[src/rtl/csi2_rx_pkg.sv]
// Shared types and constants for the CSI-2 RX packet parser.
//  - state_t   : parser FSM states
//  - SP_DT_MAX : highest short-packet data type
//  - LP_DT_MIN : lowest long-packet data type
//  - ecc_calc  : MIPI 6-bit Hamming ECC over the 24-bit header, where
//                bit 0 is header byte 0 bit 0
package csi2_rx_pkg;

  typedef enum logic [1:0] {IDLE, HDR, PAYLOAD, WAIT_END} state_t;

  localparam logic [5:0] SP_DT_MAX = 6'h0F;
  localparam logic [5:0] LP_DT_MIN = 6'h10;

  // Each row selects the header bits that feed one parity bit (P5..P0).
  localparam logic [5:0][23:0] ECC_MASK = {
    24'hEFFC00, 24'hDF03F0, 24'hB8E38E, 24'h749A6D, 24'hF2555B, 24'hF12CB7
  };

  function automatic logic [5:0] ecc_calc(input logic [23:0] d);
    logic [5:0] p;
    for (int i = 0; i < 6; i++) p[i] = ^(d & ECC_MASK[i]);
    return p;
  endfunction

endpackage

[src/rtl/csi2_rx_pkt_parser_if.sv]
// Bus bundle between the lane merger, the packet parser and the
// byte-to-pixel stage.
//  hs_valid_i/hs_data_i : merged HS byte stream into the parser
//  sp_en_o .. ecc_err_o : decoded header fields, payload and error pulses
// modport master : the side that drives HS bytes and consumes the results
// modport slave  : the parser
interface csi2_rx_pkt_parser_if #(
  parameter int NUM_RX_LANE = 4
);
  logic                     hs_valid_i;
  logic [8*NUM_RX_LANE-1:0] hs_data_i;
  logic                     sp_en_o;
  logic                     lp_av_en_o;
  logic [5:0]               dt_o;
  logic [1:0]               vc_o;
  logic [15:0]              wc_o;
  logic                     payload_en_o;
  logic [8*NUM_RX_LANE-1:0] payload_o;
  logic                     trunc_err_o;
  logic                     ecc_err_o;

  modport master (
    output hs_valid_i, hs_data_i,
    input  sp_en_o, lp_av_en_o, dt_o, vc_o, wc_o, payload_en_o, payload_o,
           trunc_err_o, ecc_err_o
  );

  modport slave (
    input  hs_valid_i, hs_data_i,
    output sp_en_o, lp_av_en_o, dt_o, vc_o, wc_o, payload_en_o, payload_o,
           trunc_err_o, ecc_err_o
  );
endinterface

[src/rtl/csi2_ecc_calc.sv]
// Combinational CSI-2 packet-header ECC generator.
//  hdr : header bytes {byte2, byte1, byte0}
//  ecc : expected ECC (compare against byte3[5:0])
module csi2_ecc_calc
  import csi2_rx_pkg::*;
(
  input  logic [23:0] hdr,
  output logic [5:0]  ecc
);
  assign ecc = ecc_calc(hdr);
endmodule

[src/rtl/csi2_rx_pkt_parser.sv]
// CSI-2 RX packet parser (clk_byte domain).
// Splits one HS burst into header -> payload -> end of burst and presents
// header fields and payload words to the byte-to-pixel stage.
// Ports:
//  clk_byte_i   : byte clock
//  reset_byte_i : synchronous active-high reset
//  rx (slave)   : hs_valid_i/hs_data_i in; sp_en_o, lp_av_en_o, dt_o, vc_o,
//                 wc_o, payload_en_o, payload_o, trunc_err_o, ecc_err_o out
// Build option: define ECC_CHECK_EN to check the header ECC; otherwise
// byte 3 is ignored and ecc_err_o is tied 0.
module csi2_rx_pkt_parser
  import csi2_rx_pkg::*;
#(
  parameter int         NUM_RX_LANE = 4,
  parameter logic [5:0] AV_DT_LO    = 6'h18,
  parameter logic [5:0] AV_DT_HI    = 6'h37
) (
  input logic                 clk_byte_i,
  input logic                 reset_byte_i,
  csi2_rx_pkt_parser_if.slave rx
);
  localparam int B = NUM_RX_LANE;

  state_t             state, state_d;
  logic [1:0]         hdr_cnt, hdr_cnt_d;
  logic [3:0][7:0]    hdr_buf, hdr_buf_d, hdr_now;
  logic [15:0]        rem, rem_d;
  logic               av_pkt, av_pkt_d;
  logic               vld_q;
  logic [B-1:0][7:0]  word;

  logic               sp_q, sp_d, lp_q, lp_d, pe_q, pe_d;
  logic               trunc_q, trunc_d, ecc_q, ecc_d;
  logic [5:0]         dt_q, dt_d;
  logic [1:0]         vc_q, vc_d;
  logic [15:0]        wc_q, wc_d;
  logic [8*B-1:0]     pl_q, pl_d;

  logic               hs_start, hdr_done, take_hdr, is_av, ecc_bad;
  logic [5:0]         dt_w;
  logic [15:0]        wc_w;
  logic               byte3_unused;

  assign word     = rx.hs_data_i;
  // Only a real rising edge starts a packet, so a burst interrupted by a
  // reset is ignored until hs_valid_i has dropped.
  assign hs_start = rx.hs_valid_i && !vld_q;
  assign hdr_done = ({1'b0, hdr_cnt} + 3'(B)) == 3'd4;

  // Header as it will look once this cycle's word is merged in.
  always_comb begin
    hdr_now = hdr_buf;
    for (int k = 0; k < B; k++) hdr_now[2'(int'(hdr_cnt) + k)] = word[k];
  end

  assign dt_w  = hdr_now[0][5:0];
  assign wc_w  = {hdr_now[2], hdr_now[1]};
  assign is_av = (dt_w >= AV_DT_LO) && (dt_w <= AV_DT_HI);

`ifdef ECC_CHECK_EN
  logic [5:0] ecc_exp;
  csi2_ecc_calc u_ecc (
    .hdr ({hdr_now[2], hdr_now[1], hdr_now[0]}),
    .ecc (ecc_exp)
  );
  assign ecc_bad      = ecc_exp != hdr_now[3][5:0];
  assign byte3_unused = ^hdr_now[3][7:6];
`else
  assign ecc_bad      = 1'b0;
  assign byte3_unused = ^hdr_now[3];
`endif

  always_comb begin
    state_d   = state;
    hdr_cnt_d = hdr_cnt;
    hdr_buf_d = hdr_buf;
    rem_d     = rem;
    av_pkt_d  = av_pkt;
    take_hdr  = 1'b0;
    sp_d      = 1'b0;
    lp_d      = 1'b0;
    pe_d      = 1'b0;
    trunc_d   = 1'b0;
    ecc_d     = 1'b0;
    dt_d      = dt_q;
    vc_d      = vc_q;
    wc_d      = wc_q;
    pl_d      = pl_q;

    case (state)
      IDLE: begin
        hdr_cnt_d = 2'd0;
        take_hdr  = hs_start;
      end
      HDR: begin
        if (!rx.hs_valid_i) begin
          state_d   = IDLE;
          hdr_cnt_d = 2'd0;
        end else begin
          take_hdr = 1'b1;
        end
      end
      PAYLOAD: begin
        if (!rx.hs_valid_i) begin
          trunc_d = 1'b1;
          state_d = IDLE;
        end else begin
          pe_d = av_pkt;
          if (av_pkt) pl_d = rx.hs_data_i;
          if (rem <= 16'(B)) begin
            rem_d   = 16'd0;
            state_d = WAIT_END;
          end else begin
            rem_d = rem - 16'(B);
          end
        end
      end
      WAIT_END: if (!rx.hs_valid_i) state_d = IDLE;
      default:  state_d = IDLE;
    endcase

    if (take_hdr) begin
      if (!hdr_done) begin
        state_d   = HDR;
        hdr_cnt_d = hdr_cnt + 2'(B);
        hdr_buf_d = hdr_now;
      end else begin
        hdr_cnt_d = 2'd0;
        state_d   = WAIT_END;
        if (ecc_bad) begin
          ecc_d = 1'b1;
        end else begin
          dt_d = dt_w;
          vc_d = hdr_now[0][7:6];
          wc_d = wc_w;
          if (dt_w <= SP_DT_MAX) begin
            sp_d = 1'b1;
          end else begin
            lp_d     = is_av;
            av_pkt_d = is_av;
            rem_d    = wc_w;
            if (wc_w != 16'd0) state_d = PAYLOAD;
          end
        end
      end
    end
  end

  always_ff @(posedge clk_byte_i) begin
    if (reset_byte_i) begin
      state   <= IDLE;
      hdr_cnt <= '0;
      hdr_buf <= '0;
      rem     <= '0;
      av_pkt  <= 1'b0;
      sp_q    <= 1'b0;
      lp_q    <= 1'b0;
      pe_q    <= 1'b0;
      trunc_q <= 1'b0;
      ecc_q   <= 1'b0;
      dt_q    <= '0;
      vc_q    <= '0;
      wc_q    <= '0;
      pl_q    <= '0;
    end else begin
      state   <= state_d;
      hdr_cnt <= hdr_cnt_d;
      hdr_buf <= hdr_buf_d;
      rem     <= rem_d;
      av_pkt  <= av_pkt_d;
      sp_q    <= sp_d;
      lp_q    <= lp_d;
      pe_q    <= pe_d;
      trunc_q <= trunc_d;
      ecc_q   <= ecc_d;
      dt_q    <= dt_d;
      vc_q    <= vc_d;
      wc_q    <= wc_d;
      pl_q    <= pl_d;
    end
  end

  // Tracks the line level even during reset (see hs_start).
  always_ff @(posedge clk_byte_i) vld_q <= rx.hs_valid_i;

  assign rx.sp_en_o      = sp_q;
  assign rx.lp_av_en_o   = lp_q;
  assign rx.dt_o         = dt_q;
  assign rx.vc_o         = vc_q;
  assign rx.wc_o         = wc_q;
  assign rx.payload_en_o = pe_q;
  assign rx.payload_o    = pl_q;
  assign rx.trunc_err_o  = trunc_q;
  assign rx.ecc_err_o    = ecc_q;

endmodule
[src/flat_wrapper.sv]
// flat-port wrapper written by rule: the top's interface ports become plain ports
module csi2_rx_pkt_parser_flat import csi2_rx_pkg::*;
#(
  parameter int         NUM_RX_LANE = 4,
  parameter logic [5:0] AV_DT_LO    = 6'h18,
  parameter logic [5:0] AV_DT_HI    = 6'h37
)
  (clk_byte_i, reset_byte_i, rx_hs_valid_i, rx_hs_data_i, rx_sp_en_o, rx_lp_av_en_o, rx_dt_o, rx_vc_o, rx_wc_o, rx_payload_en_o, rx_payload_o, rx_trunc_err_o, rx_ecc_err_o);
  csi2_rx_pkt_parser_if #(.NUM_RX_LANE(NUM_RX_LANE)) rx_i ();
  input logic clk_byte_i;
  input logic reset_byte_i;
  input wire logic [$bits(rx_i.hs_valid_i)-1:0] rx_hs_valid_i;
  input wire logic [$bits(rx_i.hs_data_i)-1:0] rx_hs_data_i;
  output wire logic [$bits(rx_i.sp_en_o)-1:0] rx_sp_en_o;
  output wire logic [$bits(rx_i.lp_av_en_o)-1:0] rx_lp_av_en_o;
  output wire logic [$bits(rx_i.dt_o)-1:0] rx_dt_o;
  output wire logic [$bits(rx_i.vc_o)-1:0] rx_vc_o;
  output wire logic [$bits(rx_i.wc_o)-1:0] rx_wc_o;
  output wire logic [$bits(rx_i.payload_en_o)-1:0] rx_payload_en_o;
  output wire logic [$bits(rx_i.payload_o)-1:0] rx_payload_o;
  output wire logic [$bits(rx_i.trunc_err_o)-1:0] rx_trunc_err_o;
  output wire logic [$bits(rx_i.ecc_err_o)-1:0] rx_ecc_err_o;
  assign rx_i.hs_valid_i = rx_hs_valid_i;
  assign rx_i.hs_data_i = rx_hs_data_i;
  assign rx_sp_en_o = rx_i.sp_en_o;
  assign rx_lp_av_en_o = rx_i.lp_av_en_o;
  assign rx_dt_o = rx_i.dt_o;
  assign rx_vc_o = rx_i.vc_o;
  assign rx_wc_o = rx_i.wc_o;
  assign rx_payload_en_o = rx_i.payload_en_o;
  assign rx_payload_o = rx_i.payload_o;
  assign rx_trunc_err_o = rx_i.trunc_err_o;
  assign rx_ecc_err_o = rx_i.ecc_err_o;
  csi2_rx_pkt_parser #(.NUM_RX_LANE(NUM_RX_LANE), .AV_DT_LO(AV_DT_LO), .AV_DT_HI(AV_DT_HI)) u_core (.clk_byte_i(clk_byte_i), .reset_byte_i(reset_byte_i), .rx(rx_i));
endmodule
[config.mk]
export PLATFORM = sky130hd
export DESIGN_NAME = csi2_rx_pkt_parser_flat
export DESIGN_NICKNAME = d
export VERILOG_FILES = /design/src/rtl/csi2_rx_pkg.sv /design/src/rtl/csi2_rx_pkt_parser_if.sv /design/src/rtl/csi2_ecc_calc.sv /design/src/rtl/csi2_rx_pkt_parser.sv /design/src/flat_wrapper.sv
export SDC_FILE = /design/constraint.sdc
export NUM_CORES = 1
export LEC_CHECK = 0
export CELL_PAD_IN_SITES_DETAIL_PLACEMENT = 0
export CELL_PAD_IN_SITES_GLOBAL_PLACEMENT = 1
export CORE_MARGIN = 2
export CORE_UTILIZATION = 29
export DETAILED_ROUTE_END_ITERATION = 10
export PLACE_DENSITY = 0.86
export SYNTH_ARGS = -nofsm -noshare
export SYNTH_HDL_FRONTEND = slang
export SYNTH_SLANG_ARGS = --single-unit
[constraint.sdc]
create_clock -name clk_byte_i -period 1.4 [get_ports clk_byte_i]
set_input_delay 0.28 -clock clk_byte_i [delete_from_list [all_inputs] [get_ports clk_byte_i]]
set_output_delay 0.28 -clock clk_byte_i [all_outputs]
set_load 0.005 [all_outputs]
After elaboration in Yosys (flattened, before gate mapping):

Index checks and enable logic that the tools add are counted.
W data, S select, Z words.

* bitwise logic cells: 5
* reduce and logical (&&, ||, !) cells: 22
* multiplexer cells: 33
* magnitude comparators: 12
* equality and inequality tests: 8
* $add $sub $neg: 5

Operators with widths (count)
* $bwmux W32: 4
* $mux W16: 6
* $demux W8 S2: 4
* $mux W8: 4
* $le A16 B3 Y1 const B: 1
* $lt A2 B4 Y1 const B: 4
* $mux W2: 8
* $reduce_bool A16 Y1: 1
* $sub A16 B3 Y16 const B: 1
* $reduce_and A3 Y1: 4
* $ge A2 B1 Y1 const B: 4
* $pmux W2 S2: 2
* $ge A6 B5 Y1 const B: 1
* $le A6 B4 Y1 const B: 1
* $le A6 B6 Y1 const B: 1
* $logic_and A1 B1 Y1: 6
* $ne A3 B2 Y1 const B: 2
* $reduce_bool A3 Y1: 2
* $reduce_or A3 Y1: 2
* $not A1 Y1: 5
* $add A2 B2 Y2 const B: 2
* $eq A2 B2 Y1 const B: 2
* $mux W1: 4
* $ne A4 B2 Y1 const B: 1
* other kinds (11): 13

* output and inout port bits: 61
* input port bits: 35
* flip-flop bits (word level): 114
* word-level logic and storage cells: 102

Logic depth before layout (Yosys ltp):

Gate-level depths: netlist (run 1).

* depth after elaboration: 13
* depth in mapped cells: 7
* gate-level depth less buffers: 6

Worst setup path after synthesis (run 1):

No wires, ideal clock.

* path kind: register to register
* start point: reg u_core.rem[2]
* end point: reg u_core.rem[0]
* slack: -0.122 ns
* setup time: 0.114 ns
* path buffers: 0
* cell stages (with the launch flop): 6
* arrival: 1.407 ns
* path through: dfxtp_1 ha_1 nor3b_1 o2111ai_2 o211ai_4 a2bb2o_4

* word-level cells in the longest chain between the ends: 7

RTL lines
* start: declaration: line csi2_rx_pkt_parser.sv:27 `logic [15:0] rem, rem_d;`
* start signal: assignment: line csi2_rx_pkt_parser.sv:169 `rem <= rem_d;`
* $le A16 B3 Y1 (*): line csi2_rx_pkt_parser.sv:110 `if (rem <= 16'(B)) begin`
* $mux W16 (*): line csi2_rx_pkt_parser.sv:110
* $mux W16 (*): line csi2_rx_pkt_parser.sv:104 `if (!rx.hs_valid_i) begin`
* $mux W16 (*): line csi2_rx_pkt_parser.sv:90 `case (state)`
* $mux W16: line csi2_rx_pkt_parser.sv:136 `if (dt_w <= SP_DT_MAX) begin`
* $mux W16: line csi2_rx_pkt_parser.sv:123 `if (!hdr_done) begin`
* $mux W16 (*): line csi2_rx_pkt_parser.sv:122 `if (take_hdr) begin`

Mark *: on every way between the ends. The rest lies on a longest branch, timed or not.
A chain may end at the register's enable or synchronous reset.

Worst setup path after layout (run 1):

* start point: reg u_core.rem[10]
* end point: reg u_core.rem[10]

* word-level cells in the longest chain between the ends: 7
* elaborated cells on any way between the ends: 8
* those cells by class: add/sub (1); order compare (1); mux (6)

RTL lines (line)
* $sub A16 B3 Y16 or $le A16 B3 Y1 (tied branches): csi2_rx_pkt_parser.sv:114, csi2_rx_pkt_parser.sv:110
* $mux W16: csi2_rx_pkt_parser.sv:110
* $mux W16: csi2_rx_pkt_parser.sv:104
* $mux W16 (*): csi2_rx_pkt_parser.sv:90
* $mux W16: csi2_rx_pkt_parser.sv:136
* $mux W16: csi2_rx_pkt_parser.sv:123
* $mux W16 (*): csi2_rx_pkt_parser.sv:122

Marks and branches as above.

==> metrics, run 1 <==
Post-DP HPWL just under 6 mm; Synth Area in Adders 0.00872; kind of critical path flip-flop to flip-flop; vias per cell about 4.6; Die ar. approximately 0.011 mm2; layout cells sized above 1 0.317; period utilisation layout 1.13; Die Wd 103 um; mux cell area share after synthesis 0; leak pwr about 2 nW; Avg WL per Cell 14.6 um; Via Count between 2000 and 3000; Compound-Gate Fraction of Synth Area 0.157; power density cells between 900 and 1000 mW/mm2; Peak supply drop between 0.5 and 0.6 mV; DRC viols 0; count of cell types in the netlist 43; RSZ-0062 raised after global routing yes; Clock Path Buffers 2; number of global-route vias before repair ~2800; Yosys reg bits about 70; final WL around 9.0 mm; cts-stage hold buffer count 0; Initial Util 0.296; number of DRC markers in iteration 0 84; max cap viols 0; Max Clk Rate 0.629 GHz; Crit path buffers/inverters 2; Simple-Gate Fraction of Synth Area 0.239; CTS tree built; largest net degree at the start of global routing 27; number of flops mapped to enable cells by yosys 0; startpoint types flip-flop; ys flop type dfxtp_1; # H-tree levels 3; Final Core Density 0.489; first-pass GRT wire length about 14 mm; asr flop ratio synth 0; Max Clock Skew 0.0101 ns; TritonCTS Buffers 9; Chip Height 103 um; CORE AREA 0.00968 mm2; critical path's top delay family compound AO/OA/AOI/OAI gates; crit path cell chain nor4_4 -> buf_4 -> o2111ai_4 -> o211ai_4 -> buf_6 -> nor2_1; Setup TNS -3.00 ns; endpoints failing setup 33; clock root cell clkbuf_8; Worst EP arrival 1.83 ns; largest family of logic cells by synthesized area simple AND/OR/NAND/NOR gates; run status finished, violations left; Hold Path Class primary input to flip-flop; mean post-synth cell area 8.41 um2; Synth Instances roughly 340; GRT Residual Overflow 0; Cell Rows 36; Clock Latency Late Sink roughly 0.35 ns; initial antenna violation count 0; Max FO, Critical Path 8; GPL Wtd Cong between 0.9 and 1; fin worst setup slack -0.189 ns; Crit path required time 1.64 ns; Worst Setup End Kind flip-flop; ant diodes 0; Layout Nets 514; Ys Warns 0; Antenna Nets Post-Route 0; post-place setup slack -0.520 ns; synthesized area between 0.002 and 0.003 mm2; placed cell count 591; Area growth syn-to-layout 65.1%; Seq/Total Area, Yosys 0.502; violated checks negative setup slack; DRT Pass-1 Iters 4; clk sinks 72; Port-buffer cells 86; Final Max Tran Viols 0; Tot GR Track Use 0.169; Synth Area in XOR/XNOR 0.0305; Top-Level Pins 96; crit path time final ~1.6 ns; Final Hold Fails 0; fin cells a little over 600; clk slew on worst S/H paths roughly 0.07 ns; slowest CP cell dfxtp_2; slowest stage delay, CP 0.34 ns
## what timing repair did
item	CTS	global route
pin swaps	5	29
buffers inserted	2	2
gates cloned	2	2
endpoints found under the hold margin	0	0
setup endpoints to repair	101	41
gates resized for setup	79	58
## cell families after synthesis
group / count (synthesis)
buffers and inverters: 33
and+or+nand+nor: 153
adders and majority gates: 2
DFF: 72
other: 1
AOI/OAI and AO/OA: 70
xor gates and xnor gates: 10
## cell usage after synthesis (2+ instances only)
| master | instances | area (um2) |
|---|---|---|
| xor2_1 | 8 | 70.1 |
| xnor2_1 | 2 | 17.5 |
| or3_1 | 3 | 18.8 |
| clkbuf_1 | 9 | 33.8 |
| a2bb2o_4 | 2 | 40.0 |
| nor2_1 | 13 | 48.8 |
| inv_1 | 6 | 22.5 |
| nand2_1 | 104 | 390 |
| and2_1 | 2 | 12.5 |
| ha_1 | 2 | 25.0 |
| dfxtp_1 | 72 | 1440 |
| o21ai_0 | 3 | 15.0 |
| a21oi_1 | 51 | 255 |
| o2bb2ai_1 | 4 | 35.0 |
| nor4_1 | 4 | 25.0 |
| nand2b_1 | 2 | 12.5 |
| buf_2 | 8 | 40.0 |
| a311oi_1 | 2 | 17.5 |
| nor3_1 | 6 | 30.0 |
| nand4_1 | 3 | 18.8 |
| nand3_1 | 4 | 20.0 |
| buf_4 | 9 | 67.6 |
| o211ai_1 | 2 | 15.0 |
## sequential cells by signal (all words and copies together) (netlist names)
name,cells
u_core.rx.payload_en_o,1
u_core.rx.dt_o,6
u_core.rem,16
u_core.av_pkt,1
u_core.rx.vc_o,2
u_core.state,2
u_core.rx.wc_o,8
u_core.rx.payload_o,32
u_core.vld_q,1
u_core.rx.sp_en_o,1
u_core.rx.lp_av_en_o,1
u_core.rx.trunc_err_o,1
## final timing paths
kind                                  startpoint                        endpoint  slack (ns)  cells past startpoint
setup / recovery       u_core.rem[10]$_SDFF_PP0_       u_core.rem[10]$_SDFF_PP0_       -0.19                      6
setup reg to reg       u_core.rem[10]$_SDFF_PP0_       u_core.rem[10]$_SDFF_PP0_       -0.19                      6
hold reg to reg   u_core.rx.wc_o[3]$_SDFFE_PP0P_  u_core.rx.wc_o[3]$_SDFFE_PP0P_        0.45                      2
hold / removal                     rx_hs_valid_i            u_core.vld_q$_DFF_P_        0.26                      1
## layout make-up
| type | instances | area (um2) |
|---|---|---|
| tap | 133 | 166 |
| multi-input combinational | 244 | 1540 |
| fill | 906 | 4950 |
| sequential | 72 | 1460 |
| timing repair buffer | 144 | 1360 |
| clock inverter | 5 | 31.3 |
| clock buffer | 11 | 151 |
| inverter | 6 | 22.5 |
## placed cells by master, fill, tap and decap left out, types with 2 or more instances in the layout
cell type and instances:
a21oi_1 30, a21oi_2 22, a2bb2o_4 2, a311oi_1 2
buf_12 3, buf_16 2, buf_4 45, buf_6 6
clkbuf_16 2, clkbuf_8 11, clkdlybuf4s50_1 32, clkinv_2 3
conb_1 9, dfxtp_1 58, dfxtp_2 13, dlygate4sd2_1 53
inv_1 5, nand2_1 88, nand2_2 7, nand2_4 10
nand2b_1 2, nand3_1 4, nand4_1 3, nor2_1 12
nor3_1 4, nor3_2 3, nor4_1 4, o211ai_1 2
o21ai_0 3, o2bb2ai_2 4, or3_4 2, xnor2_1 2
xor2_1 8
## report_power, final
part,internal [mW],switching (mW)
logic,0.412,0.369
clock network,0.733,0.784
registers,2.12,0.0515
total,3.26,1.21
## metrics by stage
stage | hold slack (ns) | cell area, um2 | total power, mW
2_1_floorplan | 0.308 | 2910 | 2.52
3_3_place_gp | 0.442 | 4190 | 2.89
3_5_place_dp | 0.446 | 4190 | 2.90
4_1_cts | 0.242 | 4450 | 4.43
5_1_grt | 0.250 | 4740 | 4.67
6_report | 0.257 | 4740 | 4.47
## layer usage
| layer | wire length (um) | track usage | share of wire | up-vias |
|---|---|---|---|---|
| li1 | - | - | - | 1394 |
| met1 | 3880 | 0.202 | 0.43 | 1353 |
| met2 | 4200 | 0.269 | 0.47 | 82 |
| met3 | 656 | 0.0733 | 0.073 | 18 |
| met4 | 225 | 0.0607 | 0.025 | 0 |
| met5 | 0 | 0 | 0 | - |
Power figures use the tool's default switching activity.
==> run 2: changes to the inputs <==
==> constraint.sdc (replaced) <==
create_clock -name clk_byte_i -period 1.4 [get_ports clk_byte_i]
set_input_delay 0.28 -clock clk_byte_i [delete_from_list [all_inputs] [get_ports clk_byte_i]]
set_output_delay 0.28 -clock clk_byte_i [all_outputs]
set_load 0.1 [all_outputs]
==> run 2 against run 1 <==
- the run still ends with negative setup slack left
- die area unchanged
- sequential share of layout area down 2.3 points
- register-to-register slack better by 0.02 ns
- global-route usage decreased by 0.54 points
- final area increased by 7.2%
- largest power group unchanged
==> metrics, run 2 (synthesis gave the netlist of run 1 again) <==
Hold Path Class primary input to flip-flop; Final Core Density 0.524 (+0.0350); Finished Cell Area 0.00507 mm2 (+7.2%); GPL Wtd Cong 0.923 (+2.4%); worst r2r dst u_core.rem[8]$_SDFF_PP0_; fin worst setup slack -0.173 ns (+0.0159 ns); Hold Startpoint reset_byte_i; Cell Rows 36 (unchanged); Hold Path End u_core.state[0]$_SDFFE_PP0P_; Placed Instance Area 0.00471 mm2 (+12%); Peak supply drop 0.545 mV (+0.43%); crit path time final 1.57 ns (-0.0159 ns); CORE AREA 0.00968 mm2 (unchanged); Reg-to-Reg Start u_core.rem[10]$_SDFF_PP0_; Final Max Tran Viols 0 (unchanged); Worst EP arrival 1.80 ns (-0.03 ns); post-place setup slack -0.472 ns (+0.0487 ns); Top-Level Pins 96 (unchanged); first-pass GRT wire length 13.2 mm (-3.0%); worst reg2reg path depth 5 (-1); hold_ws 0.243 ns (-0.0134 ns); DRT Pass-1 Iters 4 (unchanged); GRT Residual Overflow 0 (unchanged); Crit path buffers/inverters 1 (-1); CTS tree built; final WL 8.28 mm (-7.5%); Max Clock Skew 0.00820 ns (-0.00194 ns); DRC viols 0 (unchanged); Antenna Nets Post-Route 0 (unchanged); Worst Setup End Kind flip-flop; Chip Height 103 um (unchanged); Clock Path Buffers 2 (unchanged); Tot GR Track Use 0.163 (-0.00537); Layout Nets 508 (-1.2%); RSZ-0062 raised after global routing yes; critical path's top delay family compound AO/OA/AOI/OAI gates; layout cells sized above 1 0.321 (+0.00400); Die Wd 103 um (unchanged); clk sinks 72 (unchanged); Area growth syn-to-layout 76.9%; Via Count 2778 (-2.4%); max FFs per register 32 (unchanged); run status finished, violations left; placed cell count 590 (-0.17%); power density cells 991 mW/mm2 (+5.1%); TritonCTS Buffers 9 (unchanged); hold path depth 2 (+1); clock root cell clkbuf_8; clk slew on worst S/H paths 0.07 ns (about the same); vias per cell 4.56 (-1.5%); period utilisation layout 1.12 (-0.0113); CP startpoint u_core.rem[10]$_SDFF_PP0_; r2r setup slk -0.17 ns (+0.02 ns); Final Hold Fails 0 (unchanged); Initial Util 0.296 (unchanged); Avg WL per Cell 13.6 um (-6.6%); Setup TNS -2.53 ns (+0.462 ns); violated checks negative setup slack; ant diodes 0 (unchanged); kind of critical path flip-flop to flip-flop; startpoint types flip-flop; endpoints failing setup 17 (-48%); number of global-route vias before repair 2751 (-0.25%); Tot Pwr 5.03 mW (+13%); commonest non-fill, non-tap cell in the layout nand2_1; Max Clk Rate 0.636 GHz (+1.0%); crit path cell chain nor4_4 -> o2111ai_4 -> o211ai_4 -> buf_6 -> nor2_1; Crit path required time 1.63 ns (about the same); leak pwr 1.91 nW (-7.0%); number of DRC markers in iteration 0 79 (-6.0%); Port-buffer cells 86 (unchanged); Die ar. 0.0107 mm2 (unchanged); Post-DP HPWL 6.09 mm (+5.5%); max cap viols 0 (unchanged); slowest CP cell nor4_4; Clock Latency Late Sink 0.34 ns (about the same); Max FO, Critical Path 8 (unchanged); slowest stage delay, CP 0.41 ns (+0.07 ns); most frequent cells in the layout 103 x nand2_1, 67 x dfxtp_1, 55 x buf_12; # H-tree levels 3 (unchanged); largest net degree at the start of global routing 28 (+3.7%); fin cells 609 (-0.98%); initial antenna violation count 0 (unchanged)
run 2: cell type report:
cell class / instances / area [um2]
fillers: 860 / 4610
repair buffers: 138 / 1850
flip-flops and latches: 72 / 1450
multi-input cells: 244 / 1380
well taps: 133 / 166
clock buffers: 12 / 155
clock inverters: 4 / 52.6
inverters: 6 / 22.5
run 2: power breakdown:
group | switching [mW] | internal [mW]
Sequential | 0.0679 | 2.12
Combinational | 0.670 | 0.481
Clock | 0.773 | 0.921
Total | 1.51 | 3.52
run 2: timing repair:
item	4_1_cts	5_1_grt
cloned	1	0
pin swaps	6	4
gates resized for setup	18	12
endpoints found under the setup margin	49	35
hold buffers	0	0
buffers inserted	1	1
run 2: worst max path at each step:
| stage | end | cells past startpoint |
|---|---|---|
| after floorplan | u_core.rem[0]$_SDFF_PP0_ | 4 |
| after global placement | u_core.rem[15]$_SDFF_PP0_ | 5 |
| after detailed placement | u_core.rem[15]$_SDFF_PP0_ | 5 |
| after CTS | u_core.rem[0]$_SDFF_PP0_ | 4 |
| after global routing | u_core.rem[14]$_SDFF_PP0_ | 5 |
| final | u_core.rem[8]$_SDFF_PP0_ | 5 |
run 2: metal layers:
| metal | share of wire | vias up | track usage | wire (um) |
|---|---|---|---|---|
| met2 | 0.47 | 83 | 0.258 | 3930 |
| met3 | 0.081 | 14 | 0.0565 | 672 |
| met1 | 0.42 | 1302 | 0.202 | 3510 |
| li1 | - | 1379 | - | - |
| met5 | 0 | - | 0 | 0 |
| met4 | 0.021 | 0 | 0.0719 | 176 |
run 2: worst register-to-register path, stage by stage (launching register included):
cell and delay, ns:
dfxtp_2 0.34, nor4_4 0.41, o2111ai_4 0.21, o211ai_4 0.28, buf_6 0.18, nor2_1 0.05
==> run 3: changes to the inputs <==
- CAP_MARGIN: default -> 15
==> results of run 3 <==
Same layout as run 2: the final DEF is identical, and so are final timing and power.
